===== config.mk =====
export PLATFORM = sky130hd
export DESIGN_NAME = reg_ctx_sequencer_flat
export DESIGN_NICKNAME = d
export VERILOG_FILES = /design/src/rtl/reg_ctx_sequencer_if.sv /design/src/rtl/reg_ctx_sequencer.sv /design/src/flat_wrapper.sv
export SDC_FILE = /design/constraint.sdc
export NUM_CORES = 1
export LEC_CHECK = 0
export ABC_AREA = 1
export ABC_CLOCK_PERIOD_IN_PS = 1800
export CAP_MARGIN = 20
export CORE_ASPECT_RATIO = 1.25
export CORE_MARGIN = 2
export CORE_UTILIZATION = 40
export CTS_BUF_LIST = sky130_fd_sc_hd__clkbuf_4
export DETAILED_ROUTE_END_ITERATION = 10
export PLACE_DENSITY = 0.77
export SKIP_CTS_REPAIR_TIMING = 1
export SYNTH_ARGS = -nofsm -noshare
export SYNTH_HDL_FRONTEND = slang
export SYNTH_SLANG_ARGS = --single-unit
export TNS_END_PERCENT = 50

===== constraint.sdc =====
create_clock -name Slow_Clock -period 1.8 [get_ports Slow_Clock]
set_clock_uncertainty 0.1 [all_clocks]
set_input_delay 0.36 -clock Slow_Clock [delete_from_list [all_inputs] [get_ports Slow_Clock]]
set_output_delay 0.36 -clock Slow_Clock [all_outputs]
set_load 0.01 [all_outputs]

===== src/rtl/reg_ctx_sequencer_if.sv =====
// Bus bundle for reg_ctx_sequencer: command inputs, register-bank port,
// data-memory port and status. The Checksum signal exists only when
// CTX_CHECKSUM_EN is defined.
interface reg_ctx_sequencer_if #(
  parameter int NUM_REGS = 64
) ();
  localparam int IDX_W = $clog2(NUM_REGS);

  // Command
  logic             Start;
  logic             Mode;
  logic [IDX_W-1:0] First_Reg;
  logic [IDX_W-1:0] Last_Reg;
  logic [31:0]      Base_Addr;

  // Register bank port
  logic [IDX_W-1:0] Reg_Sel;
  logic [31:0]      Reg_Data;
  logic             Reg_Write;
  logic [31:0]      Reg_Write_Data;

  // Data memory port
  logic [31:0]      Mem_Addr;
  logic             Mem_Write;
  logic [31:0]      Mem_Write_Data;
  logic             Mem_Read;
  logic [31:0]      Mem_Read_Data;
  logic             Mem_Ready;

  // Status
  logic             Busy;
  logic             Done;
  logic             Error;
`ifdef CTX_CHECKSUM_EN
  logic [31:0]      Checksum;
`endif

  // Sequencer side
  modport slave (
    input  Start, Mode, First_Reg, Last_Reg, Base_Addr,
    input  Reg_Data, Mem_Read_Data, Mem_Ready,
    output Reg_Sel, Reg_Write, Reg_Write_Data,
    output Mem_Addr, Mem_Write, Mem_Write_Data, Mem_Read,
    output Busy, Done, Error
`ifdef CTX_CHECKSUM_EN
    , output Checksum
`endif
  );

  // Core / bank / memory side
  modport master (
    output Start, Mode, First_Reg, Last_Reg, Base_Addr,
    output Reg_Data, Mem_Read_Data, Mem_Ready,
    input  Reg_Sel, Reg_Write, Reg_Write_Data,
    input  Mem_Addr, Mem_Write, Mem_Write_Data, Mem_Read,
    input  Busy, Done, Error
`ifdef CTX_CHECKSUM_EN
    , input  Checksum
`endif
  );
endinterface


===== src/rtl/reg_ctx_sequencer.sv =====
// Context save/restore engine for the register bank. Streams the register
// range First_Reg..Last_Reg to data memory (Mode=0) or back from memory into
// the bank (Mode=1). Register 0 is never written on restore.
// Optional feature: define CTX_CHECKSUM_EN to add an XOR checksum of every
// transferred word on the Checksum output.
module reg_ctx_sequencer #(
  parameter int          NUM_REGS    = 64,
  parameter int unsigned ADDR_STRIDE = 1
) (
  input logic                Slow_Clock,
  input logic                Reset,
  reg_ctx_sequencer_if.slave bus
);
  localparam int          IDX_W  = $clog2(NUM_REGS);
  localparam logic [31:0] STRIDE = 32'(ADDR_STRIDE);

  typedef enum logic [2:0] {
    IDLE    = 3'd0,
    SAVE    = 3'd1,
    REST_RD = 3'd2,
    REST_WR = 3'd3,
    DONE    = 3'd4
  } state_t;

  state_t           state_q, state_d;
  logic [IDX_W-1:0] cursor_q, cursor_d;
  logic [IDX_W-1:0] last_q, last_d;
  logic [31:0]      addr_q, addr_d;
  logic [31:0]      data_q, data_d;
  logic             err_q, err_d;
`ifdef CTX_CHECKSUM_EN
  logic [31:0]      cs_q, cs_d;
`endif

  logic [IDX_W-1:0] reg_sel;
  logic             reg_write;
  logic [31:0]      reg_wdata;
  logic [31:0]      mem_addr;
  logic             mem_write;
  logic [31:0]      mem_wdata;
  logic             mem_read;
  logic             done;
  logic             error;

  // State, cursor, address and capture registers; synchronous reset clears all
  always_ff @(posedge Slow_Clock) begin
    if (Reset) begin
      state_q  <= IDLE;
      cursor_q <= '0;
      last_q   <= '0;
      addr_q   <= '0;
      data_q   <= '0;
      err_q    <= 1'b0;
`ifdef CTX_CHECKSUM_EN
      cs_q     <= '0;
`endif
    end else begin
      state_q  <= state_d;
      cursor_q <= cursor_d;
      last_q   <= last_d;
      addr_q   <= addr_d;
      data_q   <= data_d;
      err_q    <= err_d;
`ifdef CTX_CHECKSUM_EN
      cs_q     <= cs_d;
`endif
    end
  end

  // Next-state and output decode; the end-of-range test precedes the
  // increment so Last_Reg = NUM_REGS-1 finishes without wrapping
  always_comb begin
    state_d   = state_q;
    cursor_d  = cursor_q;
    last_d    = last_q;
    addr_d    = addr_q;
    data_d    = data_q;
    err_d     = err_q;
`ifdef CTX_CHECKSUM_EN
    cs_d      = cs_q;
`endif
    reg_sel   = '0;
    reg_write = 1'b0;
    reg_wdata = '0;
    mem_addr  = '0;
    mem_write = 1'b0;
    mem_wdata = '0;
    mem_read  = 1'b0;
    done      = 1'b0;
    error     = 1'b0;

    unique case (state_q)
      IDLE: begin
        if (bus.Start) begin
`ifdef CTX_CHECKSUM_EN
          cs_d = '0;
`endif
          if (bus.First_Reg > bus.Last_Reg) begin
            err_d   = 1'b1;
            state_d = DONE;
          end else begin
            err_d    = 1'b0;
            cursor_d = bus.First_Reg;
            last_d   = bus.Last_Reg;
            addr_d   = bus.Base_Addr;
            state_d  = bus.Mode ? REST_RD : SAVE;
          end
        end
      end

      SAVE: begin
        reg_sel   = cursor_q;
        mem_write = 1'b1;
        mem_addr  = addr_q;
        mem_wdata = bus.Reg_Data;
        if (bus.Mem_Ready) begin
`ifdef CTX_CHECKSUM_EN
          cs_d = cs_q ^ bus.Reg_Data;
`endif
          if (cursor_q == last_q) begin
            state_d = DONE;
          end else begin
            cursor_d = cursor_q + IDX_W'(1);
            addr_d   = addr_q + STRIDE;
          end
        end
      end

      REST_RD: begin
        mem_read = 1'b1;
        mem_addr = addr_q;
        if (bus.Mem_Ready) begin
          data_d  = bus.Mem_Read_Data;
`ifdef CTX_CHECKSUM_EN
          cs_d    = cs_q ^ bus.Mem_Read_Data;
`endif
          state_d = REST_WR;
        end
      end

      REST_WR: begin
        reg_sel   = cursor_q;
        reg_wdata = data_q;
        reg_write = (cursor_q != '0);
        if (cursor_q == last_q) begin
          state_d = DONE;
        end else begin
          cursor_d = cursor_q + IDX_W'(1);
          addr_d   = addr_q + STRIDE;
          state_d  = REST_RD;
        end
      end

      DONE: begin
        done    = 1'b1;
        error   = err_q;
        state_d = IDLE;
      end

      default: state_d = IDLE;
    endcase
  end

  assign bus.Reg_Sel        = reg_sel;
  assign bus.Reg_Write      = reg_write;
  assign bus.Reg_Write_Data = reg_wdata;
  assign bus.Mem_Addr       = mem_addr;
  assign bus.Mem_Write      = mem_write;
  assign bus.Mem_Write_Data = mem_wdata;
  assign bus.Mem_Read       = mem_read;
  assign bus.Busy           = (state_q != IDLE);
  assign bus.Done           = done;
  assign bus.Error          = error;
`ifdef CTX_CHECKSUM_EN
  assign bus.Checksum       = cs_q;
`endif

endmodule


===== src/flat_wrapper.sv =====
// flat-port wrapper written by rule: the top's interface ports become plain ports
module reg_ctx_sequencer_flat 
#(
  parameter int          NUM_REGS    = 64,
  parameter int unsigned ADDR_STRIDE = 1
)
  (Slow_Clock, Reset, bus_Start, bus_Mode, bus_First_Reg, bus_Last_Reg, bus_Base_Addr, bus_Reg_Data, bus_Mem_Read_Data, bus_Mem_Ready, bus_Reg_Sel, bus_Reg_Write, bus_Reg_Write_Data, bus_Mem_Addr, bus_Mem_Write, bus_Mem_Write_Data, bus_Mem_Read, bus_Busy, bus_Done, bus_Error);
  reg_ctx_sequencer_if #(.NUM_REGS(NUM_REGS)) bus_i ();
  input logic Slow_Clock;
  input logic Reset;
  input wire logic [$bits(bus_i.Start)-1:0] bus_Start;
  input wire logic [$bits(bus_i.Mode)-1:0] bus_Mode;
  input wire logic [$bits(bus_i.First_Reg)-1:0] bus_First_Reg;
  input wire logic [$bits(bus_i.Last_Reg)-1:0] bus_Last_Reg;
  input wire logic [$bits(bus_i.Base_Addr)-1:0] bus_Base_Addr;
  input wire logic [$bits(bus_i.Reg_Data)-1:0] bus_Reg_Data;
  input wire logic [$bits(bus_i.Mem_Read_Data)-1:0] bus_Mem_Read_Data;
  input wire logic [$bits(bus_i.Mem_Ready)-1:0] bus_Mem_Ready;
  output wire logic [$bits(bus_i.Reg_Sel)-1:0] bus_Reg_Sel;
  output wire logic [$bits(bus_i.Reg_Write)-1:0] bus_Reg_Write;
  output wire logic [$bits(bus_i.Reg_Write_Data)-1:0] bus_Reg_Write_Data;
  output wire logic [$bits(bus_i.Mem_Addr)-1:0] bus_Mem_Addr;
  output wire logic [$bits(bus_i.Mem_Write)-1:0] bus_Mem_Write;
  output wire logic [$bits(bus_i.Mem_Write_Data)-1:0] bus_Mem_Write_Data;
  output wire logic [$bits(bus_i.Mem_Read)-1:0] bus_Mem_Read;
  output wire logic [$bits(bus_i.Busy)-1:0] bus_Busy;
  output wire logic [$bits(bus_i.Done)-1:0] bus_Done;
  output wire logic [$bits(bus_i.Error)-1:0] bus_Error;
  assign bus_i.Start = bus_Start;
  assign bus_i.Mode = bus_Mode;
  assign bus_i.First_Reg = bus_First_Reg;
  assign bus_i.Last_Reg = bus_Last_Reg;
  assign bus_i.Base_Addr = bus_Base_Addr;
  assign bus_i.Reg_Data = bus_Reg_Data;
  assign bus_i.Mem_Read_Data = bus_Mem_Read_Data;
  assign bus_i.Mem_Ready = bus_Mem_Ready;
  assign bus_Reg_Sel = bus_i.Reg_Sel;
  assign bus_Reg_Write = bus_i.Reg_Write;
  assign bus_Reg_Write_Data = bus_i.Reg_Write_Data;
  assign bus_Mem_Addr = bus_i.Mem_Addr;
  assign bus_Mem_Write = bus_i.Mem_Write;
  assign bus_Mem_Write_Data = bus_i.Mem_Write_Data;
  assign bus_Mem_Read = bus_i.Mem_Read;
  assign bus_Busy = bus_i.Busy;
  assign bus_Done = bus_i.Done;
  assign bus_Error = bus_i.Error;
  reg_ctx_sequencer #(.NUM_REGS(NUM_REGS), .ADDR_STRIDE(ADDR_STRIDE)) u_core (.Slow_Clock(Slow_Clock), .Reset(Reset), .bus(bus_i));
endmodule

# After elaboration in Yosys (flattened, before gate mapping)
# Cells that the tools add are included.
op_classes:
  add_sub_neg: 2
  mul: 0
  n_div: 0
  order_cmp: 1
  n_eq_ne: 10
  n_shift: 0
  mux: 28
  bitwise_logic: 1
  reduce_logical: 11
op_table:
  columns: ["operator", "count"]
  rows:
  - ["two-way mux 32 bit", 7]
  - ["case mux 32 bit (3 select lines)", 1]
  - ["adder 32 x 1 -> 32 bit, second input constant", 1]
  - ["two-way mux 6 bit", 5]
  - ["two-way mux 3 bit", 6]
  - ["case mux 6 bit (3 select lines)", 1]
  - ["case mux 3 bit (4 select lines)", 1]
  - ["inequality test 2 bit, second input constant", 4]
  - ["AND reduction 4 bit", 2]
  - ["adder 6 x 1 -> 6 bit, second input constant", 1]
  - ["equality test 3 x 2 -> 1 bit, second input constant", 2]
  - ["equality test 6 bit", 1]
  - ["> comparator 6 bit", 1]
  - ["two-way mux 1 bit", 6]
  - ["nonzero test 3 bit", 2]
  - ["nonzero test 6 bit", 1]
  - ["AND reduction 2 bit", 2]
  - ["OR reduction 2 bit", 2]
  - ["equality test 3 x 1 -> 1 bit, second input constant", 1]
  - ["equality test 3 bit, second input constant", 1]
  - ["logical NOT 3 bit", 1]
  - ["AND reduction 3 bit", 1]
  - ["two-way mux 2 bit", 1]
  - ["inequality test 2 x 1 -> 1 bit, second input constant", 1]
  - ["NOT 1 bit", 1]
totals:
  register_bits: 80
  latchBits: 0
  mem_bits_rw: 0
  romBits: 0
  in_bits: 113
  wordCells: 59
  memories: 0

# Longest topological paths before layout
logic_depth:
  depth_word: 4
  mapped_depth: 14
  ltp_nobuf: 13

# Least setup slack after synthesis
# No wires, ideal clock.
synth_path:
  path_type: "input to register"
  from: "input bus_Last_Reg[5]"
  to: "register u_core.addr_q[24]"
  setup_time_ns: 0.115
  t_arrival_ns: 1.589
  slack_ns: -0.004
  path_stages: 12
  n_path_buf: 1
  path_cell_list: "inv_1 -> ha_1 -> nand2_1 -> nor2_1 -> nand3_1 -> nand3_1 -> inv_1 -> nor2_4 -> buf_6 -> nand3_1 -> nand2_1 -> nor2_1"
synth_between:
  elab_chain_len: 3
synth_lines:
  columns: ["element", "line", "source"]
  rows:
  - ["start: declaration", "flat_wrapper.sv:14", "input wire logic [$bits(bus_i.Last_Reg)-1:0] bus_Last_Reg;"]
  - ["> comparator 6 bit", "reg_ctx_sequencer.sv:98", "if (bus.First_Reg > bus.Last_Reg) begin"]
  - ["inequality test 2 bit (no source line)", null, null]
  - ["AND reduction 4 bit (no source line)", null, null]
  - ["end signal: assignment", "reg_ctx_sequencer.sv:61", "addr_q <= addr_d;"]
  - ["end: declaration", "reg_ctx_sequencer.sv:28", "logic [31:0] addr_q, addr_d;"]
# Every way passes these cells.
# A chain may end at the register's enable or synchronous reset.

# Worst setup path in the final report
layout_path:
  from: "register u_core.state_q[0]"
  to: "output bus_Mem_Addr[12]"
layout_between:
  elab_chain_len: 3
  word_cells_on_any_way: 4
  cone_classes: "eq/ne (2); mux (1); reduce/logical (1)"
layout_lines:
  columns: ["element", "line", "source"]
  rows:
  - ["start: declaration", "reg_ctx_sequencer.sv:25", "state_t state_q, state_d;"]
  - ["start signal: assignment", "reg_ctx_sequencer.sv:58", "state_q <= state_d;"]
  - ["equality test 3 x 1 -> 1 bit / equality test 3 x 2 -> 1 bit (equally long branches)", "reg_ctx_sequencer.sv:92", "unique case (state_q)"]
  - ["OR reduction 2 bit (no source line) *", null, null]
  - ["two-way mux 32 bit *", "reg_ctx_sequencer.sv:92", null]
  - ["end: declaration", "flat_wrapper.sv:22", "output wire logic [$bits(bus_i.Mem_Addr)-1:0] bus_Mem_Addr;"]
# Mark *: on every way between the ends. The rest lies on a longest branch, timed or not.

==> metrics.md <==
| Metric | Value |
|---|---|
| Place WS | -645 ps |
| Ys Warns | 0 |
| Core area | 12,700 sq um |
| First-pass GRT wire length | 27,400 microns |
| Tmin final | 2100 ps |
| Flop2flop setup slack | -240 ps |
| CTS tree | built |
| HP Start | u_core.data_q[8] |
| WP data required | 1340 ps |
| Clk Latency, worst-skew pair | 460 ps |
| Worst setup path class | reg2out |
| Final Wtd Congestion | 0.892 |
| Worst setup margin | -302 ps |
| Initial Util | 41.1% |
| P per Cell Area | 1350 nW/um^2 |
| Cells after Synth | 907 |
| VDD IR-drop max | 1090 uV |
| TritonCTS buffer count | 9 |
| DR vias | 6,722 |
| IO Count | 221 |
| # Max-Cap Violations | 0 |
| Worst slew margin | 66.0% |
| Synth Net Count | 1,029 |
| Leading area contributor after synthesis | dfxtp_1 |
| Root Driver | clkbuf_4 |
| Mean Syn Cell Area | 5.76 sq um |
| Vias per Instance | 4.98 |
| Net Sw Power | 5220 uW |
| CP endpoint kind | primary output |
| Reg2reg path depth | 8 |
| Die width | 106 microns |
| Synth unique cells | 33 |
| Met3 Use GR | 4.55% |
| Reg2reg start | u_core.state_q[0] |
| Post-route antenna net violation count | 0 |
| Post-Layout Cell Count | 1,349 |
| Drt drc | 0 |
| Largest net degree at the start of global routing | 47 |
| Crit-path max FO | 8 |
| Routed wire length | 18,600 microns |
| Global routing's busiest layer | met2 |
| Area Growth Syn to Fin | 57.6% |
| Commonest cells after routing, fill and taps aside | nand2_1 (208), nor2_1 (147), inv_1 (133), clkdlybuf4s50_1 (112), dfxtp_1 (77) |
| Number of global-route vias before repair | 6,041 |
| Post-synthesis sequential area ratio | 30.6% |
| Least-Margin Pin Slew | 510 ps |
| Peak Freq | 476 MHz |
| Design Power | 11,100 uW |
| Reg clk slew, reported paths | 160 ps |
| DRT Pass-1 Iters | 5 |
| Most common cell after layout, fill and taps aside | nand2_1 |
| Worst hold path class | reg2reg |
| Hold EP | u_core.data_q[8] |
| Max-slew violations | 0 |
| I/O Buffers | 220 |
| Endpoints failing setup | 146 |
| Sw Ratio | 47.1% |
| Yosys top cell area share | 30.6% |
| Gr ovfl total | 0 |
| Die Y | 132 microns |
| Routed len/inst | 13.8 microns |
| Hold path depth | 2 |
| Hold Fails Final Rpt | 0 |
| 1st-iter DRT viols | 540 |
| Failing checks | negative setup slack |
| Leak | 0.00378 uW |
| Synth top area cells | dfxtp_1 (31%), nand2_1 (15%), nor2_1 (14%) |
| Final core occ | 64.8% |
| # rows | 46 |
| Initial antenna violation count | 1 |
| Netlist Area Pre-Place | 5230 sq um |
| Status | finished, violations left |
| Die Area | 14,000 sq um |
| Combinational Power Share | 62.6% |
| FF-to-FF End | u_core.addr_q[11] |
| RSZ-0062 raised after global routing | yes |
| All-layer global routing usage | 23.7% |
| Crit path launch type | flip-flop |
| Final hold slack | 361 ps |
| Clk pwr share | 12.1% |
| GR Util met1 | 28.2% |
| DP HPWL | 12,900 microns |
| # clock sinks | 80 |
| CTS max path bufs | 2 |
| Arrival time worst endpoint | 1640 ps |
| Nets@finish | 1,297 |
| Met2 Use GR | 42.7% |
| Yosys reg bits | 80 |
| Post-Place Cells | 1,322 |
| Share of layout cells above drive strength 1 | 23.7% |
| Sequential share of power | 25.3% |
| Tcrit/Tclk final | 117% |
| Internal power | 5870 uW |
| H-tree levels | 3 |
## synthesized netlist by cell type
| library cell | instances |
|---|---|
| a21oi_1 | 75 |
| a31oi_1 | 2 |
| and2_1 | 2 |
| buf_1 | 3 |
| buf_2 | 4 |
| buf_4 | 1 |
| buf_6 | 7 |
| clkbuf_1 | 24 |
| dfxtp_1 | 80 |
| ha_1 | 9 |
| inv_1 | 135 |
| inv_2 | 6 |
| nand2_1 | 212 |
| nand2_2 | 1 |
| nand2_4 | 2 |
| nand3_1 | 46 |
| nand3_2 | 2 |
| nand3b_1 | 1 |
| nand4_1 | 2 |
| nor2_1 | 195 |
| nor2_2 | 2 |
| nor2_4 | 2 |
| nor3_1 | 4 |
| nor3_2 | 1 |
| nor4_1 | 1 |
| o211ai_1 | 1 |
| o21ai_0 | 68 |
| o21ai_1 | 3 |
| o22ai_1 | 1 |
| o31ai_1 | 1 |
| or2_2 | 8 |
| xnor2_1 | 1 |
| xor2_1 | 5 |
## cell type report
cell class	count	area, sq um
antenna	1	2.50
clock buffer	9	67.6
clock inverter	7	109
fill	1190	4480
inverter	141	547
multi-input combinational	647	3120
sequential	80	1610
tap	168	210
timing repair buffer	296	2570
## cells by family (layout without fill, tap and decap cells)
logic type                 after synthesis  in the layout  synth area share, %
xor gates and xnor gates                 6              6                 1.01
and+or+nand+nor                        481            481                 37.5
other                                    0              1                    0
buffers and inverters                  180            453                 14.1
DFF                                     80             80                 30.6
adders and majority gates                9              9                 2.15
AOI/OAI and AO/OA                      151            151                 14.6
## power groups by stage
stage | registers (uW) | logic [uW] | clock network, uW
floorplan | 2720 | 3590 | 0
global placement | 2790 | 5980 | 0
detailed placement | 2800 | 6080 | 0
CTS | 2760 | 6110 | 1370
global route | 2870 | 7550 | 1450
finish | 2810 | 6940 | 1340
## registers in the layout, indices dropped and copies added, names as in the netlist
register,flops
u_core.addr_q,32
u_core.cursor_q,6
u_core.data_q,32
u_core.err_q,1
u_core.last_q,6
u_core.state_q,3
## metrics by stage
step | instance area, sq um | TNS [ps]
floorplan | 5230 | 0
global placement | 8050 | -45980
detailed placement | 8050 | -48940
CTS | 8230 | -84020
global route | 8240 | -43790
finish | 8240 | -31170
## per-layer routing
| metal | vias up | wire length (microns) |
|---|---|---|
| li1 | 3328 | - |
| met1 | 3059 | 7480 |
| met2 | 281 | 9320 |
| met3 | 54 | 1270 |
| met4 | 0 | 582 |
| met5 | - | 0 |
## worst max-delay path: stages, from the launching register on
cell	delay [ps]
dfxtp_4	420
nand2_4	80
inv_4	60
nand2_4	60
nand2_4	90
inv_8	50
clkbuf_16	180
nor2_1	90
buf_2	140
## how the worst max path moves through the flow
stage / from / to / slack, ps / cells after the start
final: u_core.state_q[0] / bus_Mem_Addr[12] / -300 / 8
after global routing: u_core.addr_q[0] / u_core.addr_q[11] / -370 / 11
after CTS: u_core.state_q[1] / bus_Mem_Addr[13] / -810 / 8
after detailed placement: bus_Last_Reg[5] / u_core.addr_q[22] / -650 / 13
after global placement: bus_Last_Reg[5] / u_core.addr_q[22] / -630 / 13
after floorplan: bus_Last_Reg[5] / u_core.addr_q[24] / 20 / 12
No activity file was read; power rests on OpenSTA's default activity.
==> RTL change 1 (same settings) <==
`data_q` no longer has a reset.
--- a/src/rtl/reg_ctx_sequencer.sv
+++ b/src/rtl/reg_ctx_sequencer.sv
@@ -51,3 +51,2 @@
       addr_q   <= '0;
-      data_q   <= '0;
       err_q    <= 1'b0;
@@ -61,3 +60,2 @@
       addr_q   <= addr_d;
-      data_q   <= data_d;
       err_q    <= err_d;
@@ -67,2 +65,6 @@
     end
+  end
+
+  always_ff @(posedge Slow_Clock) begin
+    data_q <= data_d;
   end
Formal check against the unedited RTL: same outputs for any inputs over 4 cycles, from zero or initial values and one cycle with Reset high; that may be too few to reach the edited logic, so the function may still have changed.
==> RTL change 1 against the original RTL <==
The flow still finishes with violations (negative setup slack). Via count down 4.5%. Cell count is the same. Combinational power decreased by 18%. Count of clock-buffer cells in the layout did not move. Power shrank 14%. Worst setup slack got worse by 29 ps. Routed wire length rose by 0.20%. Synthesized area grew 3.0%. Sequential cell count stayed put. Design area fell by 0.18%. Critical path type unchanged.
==> RTL change 1: results (changes against the original RTL) <==
place_ws_ps: -615.9  # +29.28 ps
syn_nets: 1030  # +0.097%
slowest_delay_ps: 400  # -20 ps
grt_pass1_wl_mm: 28.32  # +3.6%
use_met2_pct: 42.70  # about the same
hold_path.class: "in -> reg"
leakagePower_uw: 0.004197  # +11%
cp_top_family: "buffers and inverters"
grtUsageMet3_pct: 6.164  # +1.6 points
tns_ps: -29840  # +1334 ps
dp_cells: 1324  # +0.15%
peakVddDrop_uv: 1012  # -7.4%
min_to: "u_core.data_q[16]"
hpwl_mm: 14.07  # +8.7%
final-clk-cell-share_pct: 1.841  # -0.30 points
placed_area_mm2: 0.008125  # +0.89%
nets: 1294  # -0.23%
setup_viol: 146  # unchanged
ff2ff_path_depth: 11  # +3
drtPass1Iterations: 7  # +2
nNonClkInverters: 149  # +5.7%
fin_ws_ps: -331.1  # -28.67 ps
whs_ps: 315.7  # -45.12 ps
reg2reg_setup_slack_ps: -90  # +150 ps
slew_headroom_pct: 69.71  # +3.7 points
hold-path-cell-count: 1  # -1
final_area_mm2: 0.008225  # -0.18%
rows: 47  # +2.2%
area_share_nonclk_buffers_pct: 29.11  # -2.1 points
synth_compound_area_share_pct: 3.972  # -11 points
place.gp.congestion: 0.9242  # +3.7%
cp.arrival_ps: 1670  # +30 ps
crit_path_start: "u_core.state_q[2]"
drtIter0Drc: 433  # -20%
crit_path_end: "bus_Reg_Write_Data[29]"
nonClockBufferCount: 285  # -3.7%
status: "finished, violations left"
synth_common_cells: "285 x nand2_1, 233 x nor2_1, 141 x inv_1"
synth_seq_area_share_pct: 35.68  # +5.1 points
viasPerCell: 4.758  # -4.5%
antenna_found_initial: 3  # +2
ys_top_cells_by_area: "nand2_1 20%, dfxtp_1 18%, edfxtp_1 18%"
synth_fa_ha_area_share_pct: 2.091  # -0.063 points
routed_wl_mm: 18.68  # +0.20%
synth_edf_count: 32  # +32
grt_max_degree: 45  # -4.3%
violations: "negative setup slack"
worstReg2RegEnd: "u_core.cursor_q[5]"
syn_avg_cell_area_um2: 5.932  # +2.9%
fillCellCount: 1241  # +4.3%
RTL change 1: cell count changes in the layout (fill, tap and decap cells not counted), sizes merged, moves of 5 or more:
cell / delta
or2: -8
clkbuf: +19
dfxtp: -32
a21oi: -54
nor2: +39
buf: -27
xor2: -5
inv: +8
o21ai: -52
nand4: +14
edfxtp: +32
nand2: +72
RTL change 1: layer usage:
layer,vias to the layer above,wire length [µm],part of all wire (%)
li1,3275,-,-
met2,206,9473,51
met5,-,13,0.070
met4,2,428,2.3
met1,2895,7512,40
met3,40,1255,6.7
RTL change 1: power by group:
part	leakage (µW)	internal (µW)	switching [µW]	total (µW)
clock	0.0000799	452	766	1220
combinational	0.00343	2300	3370	5670
sequential	0.000687	2330	347	2680
total	0.00420	5090	4480	9570
RTL change 1: worst register-to-register path, stage by stage (launching register included):
cell and delay [ps]:
dfxtp_4 420, inv_4 60, nand2_2 90, buf_4 220, buf_4 440, nor2_1 80, nand3_1 80, nand2_1 50
nor2_1 80, nand4_1 90, nand2_1 60, nor2_1 40
==> RTL change 2 (config.mk and constraints unchanged) <==
Without the edit above. `NUM_REGS` is set to 64 in 3 places; all go to 32.
--- a/src/rtl/reg_ctx_sequencer_if.sv
+++ b/src/rtl/reg_ctx_sequencer_if.sv
@@ -4,3 +4,3 @@
 interface reg_ctx_sequencer_if #(
-  parameter int NUM_REGS = 64
+  parameter int NUM_REGS = 32
 ) ();
--- a/src/rtl/reg_ctx_sequencer.sv
+++ b/src/rtl/reg_ctx_sequencer.sv
@@ -6,3 +6,3 @@
 module reg_ctx_sequencer #(
-  parameter int          NUM_REGS    = 64,
+  parameter int          NUM_REGS    = 32,
   parameter int unsigned ADDR_STRIDE = 1
--- a/src/flat_wrapper.sv
+++ b/src/flat_wrapper.sv
@@ -3,3 +3,3 @@
 #(
-  parameter int          NUM_REGS    = 64,
+  parameter int          NUM_REGS    = 32,
   parameter int unsigned ADDR_STRIDE = 1
Ports: changed (resized bus_First_Reg, bus_Last_Reg and bus_Reg_Sel); port bits go from 221 to 218. No check against the original RTL was run, so the function may have changed too.
==> RTL change 2 against the original RTL <==
Design area fell by 3.5%. Highest routed layer unchanged. Power fell by 19%. The flow still finishes with violations (negative setup slack). Critical endpoint is now bus_Mem_Addr[24]. Worst setup slack got worse by 59 ps. Non-clock buffer count fell by 8. Clock power fell by 19%. Routed wire length fell by 6.9%. Count of clock-buffer cells in the layout did not move. Synthesized cell count rose by 5.1%. Synthesized area rose by 0.24%. Sequential cell count fell by 2.
==> RTL change 2: results (changes against the original RTL) <==
synthXorXnorAreaFrac_pct: 0.5013  # -0.50 points
drive_gt1_share_pct: 20.46  # -3.3 points
synth_compound_area_share_pct: 9.477  # -5.1 points
slowest_delay_ps: 350  # -70 ps
wl_met3_mm: 1.254  # -1.1%
routed_wl_mm: 17.36  # -6.9%
r2r_start: "u_core.state_q[1]"
dp_cells: 1369  # +3.6%
reg2reg_setup_slack_ps: -130  # +110 ps
cpMaxStageDelayCell: "dfxtp_2"
ff2ff_path_depth: 12  # +4
synth_common_cells: "269 x nand2_1, 242 x nor2_1, 135 x inv_1"
drtIter0Drc: 312  # -42%
final-clk-cell-share_pct: 1.668  # -0.47 points
whs_ps: 358.1  # -2.734 ps
seqCellArea_mm2: 0.001564  # -2.7%
violations: "negative setup slack"
status: "finished, violations left"
route.met2.wl_mm: 8.574  # -8.0%
grt_max_degree: 41  # -13%
n_sequential_cell: 78  # -2.5%
hp-start: "u_core.data_q[24]"
synth_seq_area_share_pct: 29.79  # -0.84 points
area_share_nonclk_buffers_pct: 30.12  # -1.1 points
fin_ws_ps: -362.0  # -59.50 ps
synth_fa_ha_area_share_pct: 1.910  # -0.24 points
setup_viol: 149  # +2.1%
m1WireLength_mm: 7.060  # -5.6%
wl_per_cell_um: 12.53  # -9.3%
grt_util_all_layers_pct: 24.47  # +0.77 points
viasPerCell: 4.697  # -5.7%
p_seq_uw: 2520  # -10%
## RTL change 2: cell count changes in the layout (fill, tap and decap cells not counted), moves of 8 or more
cell	unedited run	this run
or2_2	8	0
buf_6	18	2
nor2_4	16	8
o21ai_0	67	47
a21oi_1	74	48
nand4_1	2	12
nor2_1	147	203
clkbuf_2	15	26
nand2_1	208	268
## RTL change 2: worst min-delay path, delay by kind of cell (launching register included)
family,cells,cell delay [ps]
flops,1,320
buf+inv,1,60
compound gates,1,50
## RTL change 2: metrics by stage
| step | cell area, µm² | total power [µW] | setup TNS (ps) | util (%) |
|---|---|---|---|---|
| after detailed placement | 8077 | 7885 | -55930 | 63.50 |
| after global placement | 8077 | 7786 | -53290 | 63.50 |
| final | 7950 | 8956 | -34020 | 62.50 |
| after floorplan | 5243 | 5642 | 0 | - |
| after global routing | 7950 | 9770 | -51600 | 62.50 |
| after CTS | 8209 | 8993 | -93780 | 64.54 |
